$ cat config.mk
export PLATFORM = sky130hd
export DESIGN_NAME = multicycle_controller
export DESIGN_NICKNAME = d
export VERILOG_FILES = /design/src/rtl/multicycle_controller.sv
export SDC_FILE = /design/constraint.sdc
export NUM_CORES = 1
export LEC_CHECK = 0
export CORE_UTILIZATION = 44
export CTS_CLUSTER_DIAMETER = 100
export DETAILED_ROUTE_END_ITERATION = 8
export PLACE_DENSITY = 0.95
export SLEW_MARGIN = 20
export SYNTH_ARGS = -nofsm -noshare
export SYNTH_HDL_FRONTEND = slang
export SYNTH_SLANG_ARGS = --single-unit
$ cat constraint.sdc
create_clock -name clk -period 2.4 [get_ports clk]
set_clock_uncertainty 0.15 [all_clocks]
set_input_delay 0.36 -clock clk [delete_from_list [all_inputs] [get_ports clk]]
set_output_delay 0.36 -clock clk [all_outputs]
set_load 0.05 [all_outputs]
$ cat src/rtl/multicycle_controller.sv
// Control FSM for the shared-resource ARM multicycle datapath: decode, sequencing, NZCV and write gating.
// Optional: define ILLEGAL_TRAP_EN to trap Op=11 into a HALT state (otherwise Op=11 is a NOP).
module multicycle_controller #(
    parameter logic [3:0] INIT_FLAGS = 4'b0000,
    parameter logic [3:0] PC_REG     = 4'd15
) (
    input  logic       clk,
    input  logic       reset,
    input  logic [1:0] Op,
    input  logic [5:0] Funct,
    input  logic [3:0] Rd,
    input  logic [3:0] Cond,
    input  logic [3:0] ALUFlags,
    output logic       PCWrite,
    output logic       AdrSrc,
    output logic       MemWrite,
    output logic       IRWrite,
    output logic [1:0] ResultSrc,
    output logic       ALUSrcA,
    output logic [1:0] ALUSrcB,
    output logic [1:0] ImmSrc,
    output logic [1:0] RegSrc,
    output logic       RegWrite,
    output logic [1:0] ALUControl,
    output logic       Halted
);

    typedef enum logic [3:0] {
        FETCH  = 4'd0,
        DECODE = 4'd1,
        MEMADR = 4'd2,
        MEMRD  = 4'd3,
        MEMWB  = 4'd4,
        MEMWR  = 4'd5,
        EXECR  = 4'd6,
        EXECI  = 4'd7,
        ALUWB  = 4'd8,
        BRANCH = 4'd9,
        HALT   = 4'd10
    } state_t;

    typedef struct packed {
        logic [1:0] ctl;
        logic       arith;
    } dp_t;

    state_t     state, next_state;
    logic [3:0] flags;
    logic       condex_q;
    logic       cond_pass;
    logic       rd_is_pc;
    dp_t        dp;

    logic       pc_we, mem_we, ir_we, reg_we;

    function automatic logic condcheck(input logic [3:0] c, input logic [3:0] f);
        logic n, z, cf, v;
        {n, z, cf, v} = f;
        case (c)
            4'b0000: condcheck = z;
            4'b0001: condcheck = !z;
            4'b0010: condcheck = cf;
            4'b0011: condcheck = !cf;
            4'b0100: condcheck = n;
            4'b0101: condcheck = !n;
            4'b0110: condcheck = v;
            4'b0111: condcheck = !v;
            4'b1000: condcheck = cf & !z;
            4'b1001: condcheck = !cf | z;
            4'b1010: condcheck = (n == v);
            4'b1011: condcheck = (n != v);
            4'b1100: condcheck = !z & (n == v);
            4'b1101: condcheck = z | (n != v);
            4'b1110: condcheck = 1'b1;
            default: condcheck = 1'b0;
        endcase
    endfunction

    assign cond_pass = condcheck(Cond, flags);
    assign rd_is_pc  = (Rd == PC_REG);

    // Unrecognised DP encodings fall back to ADD, which also lets them update C/V.
    always_comb begin
        dp.ctl   = 2'b00;
        dp.arith = 1'b1;
        case (Funct[4:1])
            4'b0100: begin dp.ctl = 2'b00; dp.arith = 1'b1; end
            4'b0010: begin dp.ctl = 2'b01; dp.arith = 1'b1; end
            4'b0000: begin dp.ctl = 2'b10; dp.arith = 1'b0; end
            4'b1100: begin dp.ctl = 2'b11; dp.arith = 1'b0; end
            default: begin dp.ctl = 2'b00; dp.arith = 1'b1; end
        endcase
    end

    always_ff @(posedge clk) begin
        if (reset) begin
            state    <= FETCH;
            flags    <= INIT_FLAGS;
            condex_q <= 1'b0;
        end else begin
            state <= next_state;
            if (state == DECODE)
                condex_q <= cond_pass;
            if ((state == EXECR || state == EXECI) && condex_q && Funct[0]) begin
                flags[3:2] <= ALUFlags[3:2];
                if (dp.arith)
                    flags[1:0] <= ALUFlags[1:0];
            end
        end
    end

    always_comb begin
        next_state = FETCH;
        case (state)
            FETCH:  next_state = DECODE;
            DECODE: begin
                case (Op)
                    2'b00:   next_state = Funct[5] ? EXECI : EXECR;
                    2'b01:   next_state = MEMADR;
                    2'b10:   next_state = BRANCH;
`ifdef ILLEGAL_TRAP_EN
                    default: next_state = HALT;
`else
                    default: next_state = FETCH;
`endif
                endcase
            end
            MEMADR: next_state = Funct[0] ? MEMRD : MEMWR;
            MEMRD:  next_state = MEMWB;
            EXECR:  next_state = ALUWB;
            EXECI:  next_state = ALUWB;
`ifdef ILLEGAL_TRAP_EN
            HALT:   next_state = HALT;
`endif
            default: next_state = FETCH;
        endcase
    end

    always_comb begin
        pc_we      = 1'b0;
        mem_we     = 1'b0;
        ir_we      = 1'b0;
        reg_we     = 1'b0;
        AdrSrc     = 1'b0;
        ResultSrc  = 2'b00;
        ALUSrcA    = 1'b0;
        ALUSrcB    = 2'b00;
        ALUControl = 2'b00;
        case (state)
            FETCH: begin
                ir_we     = 1'b1;
                pc_we     = 1'b1;
                ALUSrcA   = 1'b1;
                ALUSrcB   = 2'b10;
                ResultSrc = 2'b10;
            end
            DECODE: begin
                ALUSrcA   = 1'b1;
                ALUSrcB   = 2'b10;
                ResultSrc = 2'b10;
            end
            MEMADR: ALUSrcB = 2'b01;
            MEMRD: begin
                ResultSrc = 2'b00;
                AdrSrc    = 1'b1;
            end
            MEMWB: begin
                ResultSrc = 2'b01;
                reg_we    = condex_q;
                pc_we     = condex_q & rd_is_pc;
            end
            MEMWR: begin
                AdrSrc = 1'b1;
                mem_we = condex_q;
            end
            EXECR: ALUControl = dp.ctl;
            EXECI: begin
                ALUSrcB    = 2'b01;
                ALUControl = dp.ctl;
            end
            ALUWB: begin
                reg_we = condex_q;
                pc_we  = condex_q & rd_is_pc;
            end
            BRANCH: begin
                ALUSrcB   = 2'b01;
                ResultSrc = 2'b10;
                pc_we     = condex_q;
            end
            default: ;
        endcase
    end

    // Field-derived controls track the IR in every state.
    assign ImmSrc = Op;
    assign RegSrc = {(Op == 2'b01) & !Funct[0], (Op == 2'b10)};

    assign PCWrite  = pc_we  & !reset;
    assign MemWrite = mem_we & !reset;
    assign IRWrite  = ir_we  & !reset;
    assign RegWrite = reg_we & !reset;

`ifdef ILLEGAL_TRAP_EN
    assign Halted = (state == HALT) & !reset;
`else
    assign Halted = 1'b0;
`endif

endmodule
==> flow_summary.toml <==
[floorplan]
rows = 15
die_area_um2 = 2120
dieWidth_um = 46.1
ios = 39
start_util_pct = 48.4
die_y_um = 46.1
design.core.area_um2 = 1760

[critical_path]
slowest_delay_ns = 0.47
cp_num_buf_inv = 1
worst_path_max_delay_cell = "dfxtp_1"
critPathRequiredTime_ns = 1.89
start_kind = "register"
cp_max_fo = 13
arrival_ns = 1.76
path_delay_family = "simple AND/OR/NAND/NOR gates"
path_class = "register to output pin"
end_kind = "output pin"
worstPathCellList = "and2b_1, nand2_1, nor3_1, buf_12"

[place]
numPortBuffers = 37
placed_cell_area_um2 = 1310
dp_hpwl_um = 1800
place_ws_ns = 0.239
gp_congestion = 0.872
dp_cells = 167

[layout]
nFillCells = 128
antenna_cells = 0
seq_area_um2 = 181
final_area_um2 = 1350
multi_input_area_um2 = 623
drive_gt1_share_pct = 21.2
layout.nets = 169
instances_no_fill = 171
area_delta_synth_final_pct = 57.8

[synthesis]
ys_seq_elements = 9
synth_edf_count = 0
ys_warn_count = 0
netlist_area_um2 = 855
synth_area_leaders = "dfxtp_1 (21%), a21oi_1 (5.3%), nor2_1 (4.8%)"
netlist_top_cells_count = "nor2_1 (11), a21oi_1 (9), dfxtp_1 (9), nand2_1 (8), nor3_1 (7)"
ys_seq_area_share_pct = 21.1
synth_top_cell_by_area = "dfxtp_1"
syn_inst = 114
async_flop_share_pct = 0
synth_area_per_cell_um2 = 7.50
synth_cell_type_count = 41
netlist.area_leader.share_pct = 21.1
synth_nets = 136
synth_flop_cell = "dfxtp_1"
synth.most_common_cell = "nor2_1"

[timing]
worst_pin_slew_ns = 0.513
finalSetupViolCount = 0
setup_ws_ns = 0.131
rsz0062_at_grt = "no"
maxSlewViolCount = 0
timing.final.crit_share_pct = 94.5
hold_viol_final = 0
fin_setup_tns_ns = 0
fin_crit_ns = 2.27
fmax_mhz = 441
slew_headroom_pct = 65.8

[cts]
clock-sinks = 9
clk_path_buf_depth = 2
cts_root_buf = "clkbuf_4"
cts_resized = 0
cts_buffers = 3
clk_latency_ns = 0.26
htreeDepth = 1
cts_tree = "built"
clkTransAtPathRegs_ns = 0.06
postCtsHoldBufs = 0
post_cts_buffers = 0

[global_routing]
antenna_found_initial = 0
overflow = 0
grtUsageTotal_pct = 23.7
grt_max_degree = 14
grt_pass1_wl_um = 3680
grt_pass1_vias = 856

[route]
met2RoutedLength_um = 1300
drt_iter0_drc = 36
met1_length_um = 970
wl_met3_um = 146
vias = 965
drc = 0
wire_per_inst_um = 14.1
highest_layer = "met3"
ant_nets = 0
firstDrtPassIters = 4
routed_wl_um = 2420
via_per_inst = 5.64

[outcome]
outcome = "finished clean"

[pwr]
peakVddDrop_mv = 0.310
powerDensity_nw_per_um2 = 398
power.total_uw = 537
p_leak_nw = 0.505

[run]
timing.max_cap.violations = 0

[min_path]
hold_path_class = "register to register"
[registers in the layout (all words and copies together) (netlist names)]
| name | count |
|---|---|
| condex_q | 1 |
| flags | 4 |
| state | 4 |
[layout make-up]
| type | instances | area share [%] |
|---|---|---|
| Inverter | 3 | 0.835 |
| Clock buffer | 4 | 1.95 |
| Sequential cell | 9 | 13.5 |
| Timing Repair Buffer | 40 | 35.3 |
| Tap cell | 25 | 2.32 |
| Multi-Input combinational cell | 90 | 46.2 |
[worst min-delay path: cells and delay by family (launching register included)]
family	cells	cell delay, ns
simple gates	1	0.08
compound gates	1	0.06
flops	1	0.36
[worst paths after layout]
kind / cells after the start / from / endpoint / slack, ns
worst max register to register: 4 / state[0] / condex_q / 0.67
worst min register to register: 2 / flags[2] / flags[2] / 0.40
worst min-delay path: 2 / flags[2] / flags[2] / 0.40
worst max-delay path: 4 / state[3] / ALUControl[0] / 0.13
[stage by stage]
| stage | hold slack [ns] | util, % |
|---|---|---|
| floorplan | 0.320 | - |
| global placement | 0.347 | 74.1 |
| detailed placement | 0.362 | 74.1 |
| CTS | 0.375 | 75.6 |
| global route | 0.408 | 76.5 |
| finish | 0.396 | 76.5 |
[per-layer routing]
layer | vias to the layer above | global-route usage (%)
met2 | 41 | 43.7
met5 | - | 0
li1 | 468 | -
met4 | 0 | 6.47
met1 | 456 | 27.1
met3 | 0 | 5.10
[power by group]
part,total [mW],switching (mW),internal (mW),leakage (nW)
Clock,0.117,0.0531,0.0641,0.0150
Combinational,0.246,0.134,0.112,0.417
Sequential,0.174,0.0175,0.156,0.0737
Total,0.537,0.205,0.332,0.505
[placed cells by master (no fill, tap or decap), drive strengths merged, types with 3 or more instances in the layout]
cell,n
a21oi,9
buf,17
clkbuf,4
clkdlybuf4s50,21
dfxtp,9
inv,3
mux2i,4
nand2,8
nand2b,5
nand3,3
nor2,11
nor3,7
nor3b,4
nor4,3
o21ai,4
xnor2,3
xor2,4
[cells by family (layout without fill, tap and decap cells)]
group / count (synthesis) / in the layout / share of synthesized area, %
AND/OR/NAND/NOR: 53 / 53 / 35.7
XOR/XNOR: 7 / 7 / 7.17
AO/OA/AOI/OAI: 25 / 25 / 20.9
multiplexers: 4 / 4 / 4.69
other: 1 / 1 / 0.439
flip-flops: 9 / 9 / 21.1
buffers and inverters: 15 / 47 / 9.96
Power figures use the tool's default switching activity.
